===== src/rtl/fifo_pkg.sv =====
// Shared definitions for the async-FIFO read-side adapter.
package fifo_pkg;

  typedef enum logic [1:0] {
    EMPTY = 2'd0,
    ONE   = 2'd1,
    TWO   = 2'd2
  } fifo_state_e;

  // Held entries plus the read whose data has not yet landed.
  function automatic logic [1:0] occ_of(input fifo_state_e s, input logic inflt);
    return 2'(s) + {1'b0, inflt};
  endfunction

endpackage


===== src/rtl/fifo_rd_adapter.sv =====
// Turns the registered-read interface of an async FIFO into a valid/ready
// stream using a head + skid pair, sustaining one word per cycle.
module fifo_rd_adapter
  import fifo_pkg::*;
#(
  parameter int WIDTH = 8
) (
  input  logic             clk,
  input  logic             aresetn,
  input  logic             fifo_empty,
  input  logic [WIDTH-1:0] fifo_rdata,
  output logic             fifo_ren,
  input  logic             flush,
  output logic             m_valid,
  output logic [WIDTH-1:0] m_data,
  input  logic             m_ready,
  output logic [1:0]       level
);

  fifo_state_e      state_q, state_d;
  logic             inflt_q, inflt_d;
  logic             run_q;
  logic [WIDTH-1:0] head_q, head_d;
  logic [WIDTH-1:0] skid_q, skid_d;
  logic             pop;
  logic             arrive;
  logic [1:0]       occ;

  assign m_valid = (state_q != EMPTY);
  assign m_data  = head_q;
  assign level   = 2'(state_q);
  assign pop     = m_valid & m_ready;
  assign occ     = occ_of(state_q, inflt_q);

  // run_q holds off reads until the first edge after reset release.
  assign fifo_ren = run_q & ~fifo_empty & ~flush &
                    ((occ < 2'd2) | ((occ == 2'd2) & pop));
  assign inflt_d  = fifo_ren & ~fifo_empty;
  // A read issued the cycle before a flush lands during the flush and is dropped.
  assign arrive   = inflt_q & ~flush;

  always_comb begin
    state_d = state_q;
    head_d  = head_q;
    skid_d  = skid_q;
    if (flush) begin
      state_d = EMPTY;
    end else begin
      case (state_q)
        EMPTY: begin
          if (arrive) begin
            head_d  = fifo_rdata;
            state_d = ONE;
          end
        end
        ONE: begin
          if (arrive) begin
            if (pop) begin
              head_d = fifo_rdata;
            end else begin
              skid_d  = fifo_rdata;
              state_d = TWO;
            end
          end else if (pop) begin
            state_d = EMPTY;
          end
        end
        TWO: begin
          // Arrival without pop cannot occur here: fifo_ren was gated at occ==2.
          if (pop) begin
            head_d = skid_q;
            if (arrive) begin
              skid_d = fifo_rdata;
            end else begin
              state_d = ONE;
            end
          end
        end
        default: state_d = EMPTY;
      endcase
    end
  end

  always_ff @(posedge clk or negedge aresetn) begin
    if (!aresetn) begin
      state_q <= EMPTY;
      inflt_q <= 1'b0;
      run_q   <= 1'b0;
      head_q  <= '0;
    end else begin
      state_q <= state_d;
      inflt_q <= inflt_d;
      run_q   <= 1'b1;
      head_q  <= head_d;
    end
  end

  always_ff @(posedge clk) begin
    skid_q <= skid_d;
  end

endmodule


===== config.mk =====
export PLATFORM = sky130hd
export DESIGN_NAME = fifo_rd_adapter
export DESIGN_NICKNAME = d
export VERILOG_FILES = /design/src/rtl/fifo_pkg.sv /design/src/rtl/fifo_rd_adapter.sv
export SDC_FILE = /design/constraint.sdc
export NUM_CORES = 1
export LEC_CHECK = 0
export CELL_PAD_IN_SITES_DETAIL_PLACEMENT = 1
export CELL_PAD_IN_SITES_GLOBAL_PLACEMENT = 2
export CORE_AREA = 2 2 61 63
export CTS_CLUSTER_DIAMETER = 200
export CTS_CLUSTER_SIZE = 28
export DETAILED_ROUTE_END_ITERATION = 12
export DIE_AREA = 0 0 63 65
export HOLD_SLACK_MARGIN = 0.06
export PLACE_DENSITY = 0.81
export SYNTH_ARGS = -nofsm -noshare
export SYNTH_HDL_FRONTEND = slang
export SYNTH_SLANG_ARGS = --single-unit
export TNS_END_PERCENT = 20

===== constraint.sdc =====
create_clock -name clk -period 1.81 [get_ports clk]
set_input_delay 0.2715 -clock clk [delete_from_list [all_inputs] [get_ports clk]]
set_output_delay 0.2715 -clock clk [all_outputs]
set_load 0.01 [all_outputs]

# Yosys cells after proc, flatten, opt, wreduce, memory -nomap -nowiden
# Index checks and enable logic that the tools add are counted.
dict set report op_classes {
  mux 17
  bitwise_logic 10
  n_eq_ne 14
  n_reduce_logical 7
  add_sub_neg 1
  order_cmp 1
}
# op n
set ops {}
lappend ops {{$mux 8} 7}
lappend ops {{$pmux 8 s3} 1}
lappend ops {{$pmux 8 s2} 1}
lappend ops {{$mux 2} 7}
lappend ops {{$ne 2x2->1 const B} 6}
lappend ops {{$reduce_and 6->1} 2}
lappend ops {{$ne 3x3->1 const B} 3}
lappend ops {{$ne 4x4->1 const B} 2}
lappend ops {{$and 1x1->1} 7}
lappend ops {{$pmux 2 s3} 1}
lappend ops {{$reduce_and 5->1} 1}
lappend ops {{$eq 2x2->1 const B} 2}
lappend ops {{$reduce_bool 2->1} 2}
lappend ops {{$reduce_bool 3->1} 1}
lappend ops {{$add 2x1->2} 1}
lappend ops {{$eq 2x1->1 const B} 1}
lappend ops {{$logic_not 2->1} 1}
lappend ops {{$lt 2x2->1 const B} 1}
lappend ops {{$not 1->1} 2}
lappend ops {{$or 1x1->1} 1}
dict set report word_totals {
  output_inout_bits 12
  input_bits 13
  elab_cells 55
  reg_bits 20
}

# Longest topological paths before layout
# Gate-level depths: netlist of run 1.
dict set report depth {
  ltp_word 6
  ltp_mapped 6
  depth_no_buf 5
}

# Worst setup path before layout of run 1
# OpenSTA, ideal clock, no wires.
dict set report synth_timing {
  kind {reg2reg}
  startpoint {reg state_q[0], in the netlist level[0]}
  endpoint {reg skid_q[0], enable pin}
  period_less_slack_ns 1.993
  slack_ns -0.183
  t_arrival_ns 1.607
  n_path_buf 1
  t_required_ns 1.425
  setup_ns 0.385
  path_stages_with_launch 6
  path_cell_list {dfrtp_1 and2b_1 buf_6 nand2_4 o21ai_0 nor3b_1}
}
dict set report synth_between {
  elab_chain_len 4
  elab_cells_between_ends 10
  classes_between {6 x eq/ne; 1 x bitwise; 3 x reduce/logical}
}
# item line_no
set synth_lines {}
lappend synth_lines {{from (decl)} fifo_rd_adapter.sv:20} ;# fifo_state_e state_q, state_d;
lappend synth_lines {{from (signal assigned)} fifo_rd_adapter.sv:91} ;# state_q <= state_d;
lappend synth_lines {{$reduce_bool 2->1} fifo_rd_adapter.sv:29} ;# assign m_valid = (state_q != EMPTY);
lappend synth_lines {{$and 1x1->1} fifo_rd_adapter.sv:32} ;# assign pop = m_valid & m_ready;
lappend synth_lines {{$ne 2x2->1 (no line)} --}
lappend synth_lines {{$reduce_and 6->1 (no line) (*)} --}
lappend synth_lines {{to (signal assigned)} fifo_rd_adapter.sv:99} ;# skid_q <= skid_d;
lappend synth_lines {{to (decl)} fifo_rd_adapter.sv:24} ;# logic [WIDTH-1:0] skid_q, skid_d;
# Every way passes the cells marked *; elsewhere a longest branch is shown, timed or not.
# A chain may end at the register's enable or synchronous reset.

# Final worst setup path of run 1
dict set report layout_timing {
  startpoint {reg state_q[0], in the netlist level[0]}
  endpoint {out fifo_ren}
}
dict set report layout_between {
  elab_chain_len 5
  elab_cells_between_ends 8
  classes_between {1 x add/sub; 1 x order compare; 1 x eq/ne; 4 x bitwise; 1 x reduce/logical}
}
# item line_no
set layout_lines {}
lappend layout_lines {{$add 2x1->2 or $reduce_bool 2->1 (tied branches)} {fifo_pkg.sv:12, fifo_rd_adapter.sv:29}}
lappend layout_lines {{$eq 2x2->1 or $and 1x1->1 (tied branches)} {fifo_rd_adapter.sv:37, fifo_rd_adapter.sv:32}}
lappend layout_lines {{$and 1x1->1} fifo_rd_adapter.sv:37} ;# ((occ < 2'd2) | ((occ == 2'd2) & pop));
lappend layout_lines {{$or 1x1->1 (*)} fifo_rd_adapter.sv:37}
lappend layout_lines {{$and 1x1->1 (*)} fifo_rd_adapter.sv:36} ;# assign fifo_ren = run_q & ~fifo_empty & ~flush &
lappend layout_lines {{to (decl)} fifo_rd_adapter.sv:12} ;# output logic fifo_ren,
# Marked as above.

==> summary.log, run 1 <==
qor: detailed_routing.first_pass_iters 4
qor: hold_path.hold_path_class primary input to asynchronous set/reset pin
qor: finish.combined_area_of_the_multi_input_logic_cells 390.4 um^2
qor: cts.worstSkewPairLatency 0.30 ns
qor: cts.clock_path_buffers 2
qor: yosys.multiplexer_share_of_the_synthesized_area 20.45%
qor: placement.port-buffer-count 24
qor: die.die_w 63 um
qor: yosys.synth_area_leader_cell sky130_fd_sc_hd__dfrtp_1
qor: yosys.netlist.area_leader.share 32.09%
qor: power.worst_ir_drop_on_vdd 0.0005516 V
qor: critical_path.critPathKind register to output pin
qor: power.power_leakage 0.5563 nW
qor: die.floorplan.initialDensity 26.77%
qor: yosys.synth_compound_area_share 6.283%
qor: yosys.synth_seq_cells 20
qor: finish.post_route_cells_drive_above_1_share 42.72%
qor: cts.cts_buffers 3
qor: global_route.first_global_vias 740
qor: yosys.yosysMostFrequentCell sky130_fd_sc_hd__mux2_2
qor: yosys.yosys.area_share.simple 10.96%
qor: yosys.yosys-top-cells-area sky130_fd_sc_hd__dfrtp_1 32%, sky130_fd_sc_hd__edfxtp_1 26%, sky130_fd_sc_hd__mux2_2 20%, sky130_fd_sc_hd__buf_6 2.4%, sky130_fd_sc_hd__or2b_1 2.4%
qor: yosys.main_combinational_cell_family_by_area_after_synthesis multiplexers
qor: timing.timing.final.max_slew_violations 0
qor: global_route.grt_use_total 10.93%
qor: timing.worst_clock_skew 0.01525 ns
qor: detailed_routing.detailedRoute.firstIterationViolations 33
qor: placement.routabilityCongestion 0.6478
qor: timing.final_critical_path_setup_slack -0.2265 ns
qor: job.cap_viol_max_count 0
qor: finish.fin_util 40.34%
qor: yosys.synth-warning-count 0
qor: timing.grt_setup_unrepaired yes
qor: die.die-area 0.004095 mm^2
qor: cts.cts_stage_hold_buffer_count 0
qor: global_route.grt_first_pass_wirelength 3.401 mm
qor: timing.min_period_over_period 112.5%
qor: cts.cts_tree yes
qor: detailed_routing.post-route-drc-count 0
qor: global_route.global_route.overflow_total 0
qor: timing.timing_hold_violations_final 0
qor: yosys.synthCells 64
qor: critical_path.crit-reg2reg-launch level[0]
qor: finish.finish.net_count 118
qor: power.pwr_per_cell_area 815.9 mW/mm^2
qor: yosys.synth.yosys.seq_area_share 57.75%
qor: yosys.synthesis.nets 78
qor: cts.cts_num_sinks 20
qor: global_route.grt_start_max_net_pins 13
qor: global_route.grt_antenna_before_repair 0
qor: yosys.synth_enable_flop_cells 8
qor: finish.synthToLayoutAreaGrowth 50.67%
qor: timing.setup_total_negative_slack -0.2265 ns
qor: critical_path.worst-path-max-fanout 2
qor: detailed_routing.ant_nets 0
qor: yosys.synthesis.area 935.9 um^2
qor: detailed_routing.wl_per_cell 13.60 um
qor: cts.cts.htree.levels 1
qor: timing.max_freq 491.0 MHz
qor: critical_path.cp_data_required_time 1.54 ns
qor: placement.place.detailed.hpwl 1.473 mm
qor: critical_path.r2r_cells 6
qor: detailed_routing.post_drt_via_cell_ratio 4.225
qor: yosys.post_synth_most_frequent_cells 17 x sky130_fd_sc_hd__mux2_2, 12 x sky130_fd_sc_hd__dfrtp_1, 8 x sky130_fd_sc_hd__edfxtp_1
qor: detailed_routing.total_vias_in_the_final_route 638
qor: yosys.ys_async_sr_fraction 60.00%
qor: critical_path.worst_ep_arrival_time 1.76 ns
qor: cts.ctsRootBufferMaster sky130_fd_sc_hd__clkbuf_4
qor: timing.timing.slew.headroom 61.71%
qor: die.floorplan_die_height 65 um
qor: finish.register_area 540.5 um^2
qor: finish.fillers 387
qor: detailed_routing.route.final.wire_length 2.054 mm
qor: critical_path.register_to_register_setup_slack 0.10 ns
qor: critical_path.critical_path.startpoint_type register
qor: timing.timing.final.setup_violations 1
qor: yosys.synth-xor-area-share 0%
qor: timing.timing_worst_slew_pin_value 0.5726 ns
qor: cts.worst_setup_hold_path_clk_slew 0.12 ns
qor: critical_path.timing.rr.end skid_q[0]
qor: finish.n_antenna_cell 0
qor: status.status finished, violations left
qor: timing.min_period 2.036 ns
qor: yosys.synthFlopType sky130_fd_sc_hd__dfrtp_1
qor: die.num_rows 22
qor: critical_path.crit_path_end_kind output pin
qor: yosys.count_of_distinct_cell_types_in_the_synthesized_netlist 25
qor: yosys.synth_adder_area_share 1.337%
qor: yosys.syn_area_per_cell 14.62 um^2
qor: status.failed_checks negative setup slack
qor: die.ios 25
qor: die.core 0.003496 mm^2
==> timing repair <==
item	4_1_cts	5_1_grt
setup endpoints to repair	2	18
buffers inserted	1	1
cloned	0	1
pin swaps	3	2
gates resized for setup	11	0
hold endpoints to repair	0	0
==> cell families (layout without fill, tap and decap cells) <==
logic type / after synthesis / in the layout
AOI/OAI and AO/OA: 7 / 7
adders and majority gates: 1 / 1
buffers and inverters: 3 / 42
DFF: 20 / 20
muxes: 17 / 17
other: 1 / 1
and+or+nand+nor: 15 / 15
==> critical path, stage by stage, from the launching register on <==
cell,delay [ns]
sky130_fd_sc_hd__dfrtp_1,0.40
sky130_fd_sc_hd__ha_1,0.32
sky130_fd_sc_hd__nor2b_2,0.15
sky130_fd_sc_hd__a21bo_2,0.14
sky130_fd_sc_hd__o22ai_2,0.08
sky130_fd_sc_hd__nor4b_2,0.21
sky130_fd_sc_hd__buf_2,0.17
==> flip-flops by register name, summed over array words and instances (netlist names) <==
signal,cells
level,2
run_q,1
skid_q,8
inflt_q,1
m_data,8
==> layout make-up <==
type,instances,share of cell area (%)
clock buffer,3,1.597
clock inverter,1,2.130
inverter,1,0.2662
multi-input combinational,41,27.68
sequential,20,38.33
tap,48,4.259
timing repair buffer,37,25.73
==> metal layers <==
layer | track usage, % | up-vias | part of all wire [%]
li1 | - | 307 | -
met1 | 12.83 | 310 | 45
met2 | 19.15 | 19 | 49
met3 | 3.299 | 2 | 4.9
met4 | 3.333 | 0 | 0.58
met5 | 0 | - | 0
==> worst max path at each step <==
stage / to / start / depth (start not counted)
CTS: fifo_ren / inflt_q / 6
global placement: fifo_ren / m_ready / 6
detailed placement: fifo_ren / m_ready / 6
floorplan: fifo_ren / level[0] / 5
finish: fifo_ren / level[0] / 6
global route: fifo_ren / level[0] / 6
==> where the power goes <==
part | switching, mW | leakage (nW) | internal [mW]
logic | 0.0861 | 0.308 | 0.160
clock network | 0.139 | 0.0279 | 0.224
registers | 0.0235 | 0.221 | 0.518
total | 0.248 | 0.556 | 0.902
==> placed cells by master (no fill, tap or decap) <==
| cell type | count |
|---|---|
| sky130_fd_sc_hd__a21bo_2 | 1 |
| sky130_fd_sc_hd__a21oi_1 | 1 |
| sky130_fd_sc_hd__a21oi_4 | 1 |
| sky130_fd_sc_hd__and2b_2 | 1 |
| sky130_fd_sc_hd__buf_12 | 1 |
| sky130_fd_sc_hd__buf_2 | 1 |
| sky130_fd_sc_hd__buf_4 | 11 |
| sky130_fd_sc_hd__bufinv_16 | 1 |
| sky130_fd_sc_hd__clkbuf_16 | 1 |
| sky130_fd_sc_hd__clkbuf_4 | 3 |
| sky130_fd_sc_hd__clkdlybuf4s15_1 | 1 |
| sky130_fd_sc_hd__clkdlybuf4s50_1 | 22 |
| sky130_fd_sc_hd__conb_1 | 1 |
| sky130_fd_sc_hd__dfrtp_1 | 12 |
| sky130_fd_sc_hd__edfxtp_1 | 8 |
| sky130_fd_sc_hd__ha_1 | 1 |
| sky130_fd_sc_hd__inv_1 | 1 |
| sky130_fd_sc_hd__mux2_2 | 17 |
| sky130_fd_sc_hd__nand2_1 | 1 |
| sky130_fd_sc_hd__nand2_4 | 1 |
| sky130_fd_sc_hd__nand3b_1 | 1 |
| sky130_fd_sc_hd__nor2_1 | 2 |
| sky130_fd_sc_hd__nor2b_2 | 1 |
| sky130_fd_sc_hd__nor3_1 | 1 |
| sky130_fd_sc_hd__nor3b_2 | 1 |
| sky130_fd_sc_hd__nor4b_1 | 1 |
| sky130_fd_sc_hd__nor4b_2 | 1 |
| sky130_fd_sc_hd__o21a_1 | 1 |
| sky130_fd_sc_hd__o21ai_0 | 1 |
| sky130_fd_sc_hd__o22a_1 | 1 |
| sky130_fd_sc_hd__o22ai_2 | 1 |
| sky130_fd_sc_hd__or2_2 | 1 |
| sky130_fd_sc_hd__or2b_1 | 3 |
==> metrics by stage <==
step	std cells	setup slack (ns)	power (mW)	hold slack [ns]	area, um^2
after global placement	145	-0.4991	0.7917	0.4933	1314
after detailed placement	145	-0.5252	0.7992	0.4998	1314
after CTS	150	-0.3223	1.173	0.3284	1385
after global routing	151	-0.3556	1.211	0.3326	1410
final	151	-0.2265	1.150	0.3149	1410
after floorplan	64	-0.02613	0.6396	-0.02409	940.9
No activity file was read; power rests on OpenSTA's default activity.
==> run 2, diff against run 1 <==
- CORE_AREA: 2 2 61 63 -> 5 5 64 66
- DIE_AREA: 0 0 63 65 -> 0 0 69 71
==> run 2 against run 1 <==
Net effect:
- the run still ends with negative setup slack left
- via count rose by 1.1%
- clock skew is 0.013 ns lower
- critical path depth did not move
- count of clock-buffer cells in the layout unchanged
- sequential power is essentially flat
- combinational power increased by 3%
- clock power is 42% lower
- power is 12% lower
- critical path type unchanged
- die area is 20% higher
- utilization decreased by 1.1 points
- cell area decreased by 2.0%
- routed wire length grew 3.2%
- highest routed layer is now met3
==> summary.log, run 2 (synthesis gave the netlist of run 1 again) <==
qor: status.status finished, violations left
qor: status.failed_checks negative setup slack
qor: critical_path.worst-path-max-fanout 2
qor: detailed_routing.ant_nets 0
qor: timing.min_period_over_period 107.1%
qor: die.die-area 0.004899 mm^2
qor: detailed_routing.total_vias_in_the_final_route 645
qor: cts.clock_path_buffers 2
qor: critical_path.critPathKind register to output pin
qor: detailed_routing.post-route-drc-count 0
qor: timing.min_period 1.938 ns
qor: power.swShare 24.49%
qor: global_route.global_route.overflow_total 0
qor: die.floorplan.initialDensity 26.56%
qor: cts.cts_num_sinks 20
qor: placement.port-buffer-count 24
qor: power.power_report.internal_total 762.4 uW
qor: finish.post_route_cells_drive_above_1_share 41.18%
qor: critical_path.critical_path.startpoint_type register
qor: cts.worst_setup_hold_path_clk_slew 0.11 ns
qor: die.die_w 69 um
qor: placement.place.detailed.hpwl 1.722 mm
qor: finish.layoutNonFillerInstCount 150
qor: timing.worst_hold_slack 0.3421 ns
qor: global_route.grt_use_total 8.671%
qor: power.power.clock.fraction 20.9%
qor: cts.worstSkewPairLatency 0.29 ns
qor: timing.timing_worst_slew_pin_value 0.5898 ns
qor: detailed_routing.wl_per_cell 14.13 um
qor: timing.worst_clock_skew 0.002408 ns
qor: placement.preCtsSetupSlack -0.5368 ns
qor: finish.post_route_cell_area 0.001381 mm^2
qor: detailed_routing.detailedRoute.firstIterationViolations 5
qor: power.combinationalPowerShare 25.3%
qor: hold_path.hold_path_class primary input to asynchronous set/reset pin
qor: finish.n_antenna_cell 0
qor: critical_path.crit_path_end_kind output pin
qor: critical_path.buf_inv_on_cp 1
qor: die.core 0.003523 mm^2
qor: timing.timing.slew.headroom 60.56%
qor: placement.place_area 0.001314 mm^2
qor: detailed_routing.first_pass_iters 3
qor: timing.timing_hold_violations_final 0
qor: power.power_leakage 0.5381 nW
qor: critical_path.worst_path_largest_cell_delay 0.43 ns
qor: power.power.sequential.fraction 53.8%
qor: critical_path.crit_slowest_cell sky130_fd_sc_hd__dfrtp_1
qor: placement.routabilityCongestion 0.7147
qor: critical_path.timing.critical_path.max_delay_family flip-flops
qor: die.ios 25
qor: cts.cts.htree.levels 1
qor: finish.finish.net_count 117
qor: global_route.grt_antenna_before_repair 0
qor: cts.ctsRootBufferMaster sky130_fd_sc_hd__clkbuf_4
qor: job.cap_viol_max_count 0
qor: die.num_rows 22
qor: timing.final_critical_path_setup_slack -0.1285 ns
qor: power.pwr_per_cell_area 730.9 mW/mm^2
qor: finish.layout_commonest_cell sky130_fd_sc_hd__clkdlybuf4s50_1
qor: timing.grt_setup_unrepaired yes
qor: critical_path.cp_data_required_time 1.54 ns
qor: finish.synthToLayoutAreaGrowth 47.59%
qor: timing.max_freq 515.9 MHz
qor: power.worst_ir_drop_on_vdd 0.0004263 V
qor: placement.place.detailed.instances 145
qor: critical_path.worstPathCellList ha_4 > nor2b_4 > a21bo_2 > o22ai_4 > nor4b_2 > buf_2
qor: global_route.grt_first_pass_wirelength 3.532 mm
qor: critical_path.worst_ep_arrival_time 1.67 ns
qor: detailed_routing.route.final.wire_length 2.120 mm
qor: finish.layout.cells.most_common_list 22 x sky130_fd_sc_hd__clkdlybuf4s50_1, 17 x sky130_fd_sc_hd__mux2_2, 12 x sky130_fd_sc_hd__dfrtp_1
qor: cts.cts_buffers 3
qor: timing.timing.final.setup_violations 1
qor: cts.cts_tree yes
qor: global_route.first_global_vias 766
qor: die.floorplan_die_height 71 um
qor: global_route.grt_start_max_net_pins 13
qor: power.power.switching 247.3 uW
qor: detailed_routing.post_drt_via_cell_ratio 4.300
qor: timing.timing.final.max_slew_violations 0
run 2: worst paths after layout:
kind                       startpoint        end  slack (ns)  depth (start not counted)
max                           inflt_q   fifo_ren       -0.13                          6
min                           aresetn  m_data[5]        0.34                          1
max reg2reg                  level[0]  m_data[4]        0.07                          5
min reg2reg                 m_data[3]  m_data[3]        0.53                          1
max in group asynchronous     aresetn  m_data[4]        1.09                          1
min in group clk            m_data[3]  m_data[3]        0.53                          1
run 2: area by class of cell:
class                   instances  area (um^2)
multi-input cells              41        414.1
well taps                      48        60.06
clock buffers                   3        22.52
clock inverters                 1        3.754
flip-flops and latches         20        540.5
repair buffers                 36        336.6
fillers                       413         2142
inverters                       1        3.754
run 2: what timing repair did:
action	4_1_cts	5_1_grt
setup buffers	0	1
pin swaps	0	3
resized for setup	8	4
endpoints found under the setup margin	2	1
hold buffers	0	0
run 2: power by group through the flow:
stage	registers (mW)	clock network (mW)	logic, mW
6_report	0.543	0.211	0.255
5_1_grt	0.551	0.245	0.273
4_1_cts	0.544	0.224	0.252
3_5_place_dp	0.554	0	0.250
3_3_place_gp	0.550	0	0.244
2_1_floorplan	0.573	0	0.0668
run 2: per-layer routing:
layer / up-vias / GRT usage (%) / part of all wire (%)
li1: 309 / - / -
met4: 0 / 1.302 / 0
met2: 12 / 17.16 / 58
met1: 324 / 9.669 / 39
met3: 0 / 1.705 / 3.0
met5: - / 0 / 0
run 2: per-stage QoR:
step | setup TNS (ns) | util, % | power (mW)
finish | -0.1285 | 39.20 | 1.010
global route | -0.2234 | 39.20 | 1.069
detailed placement | -3.384 | 37.29 | 0.8032
global placement | -2.881 | 37.29 | 0.7942
floorplan | -0.02613 | - | 0.6396
CTS | -0.2667 | 38.10 | 1.021
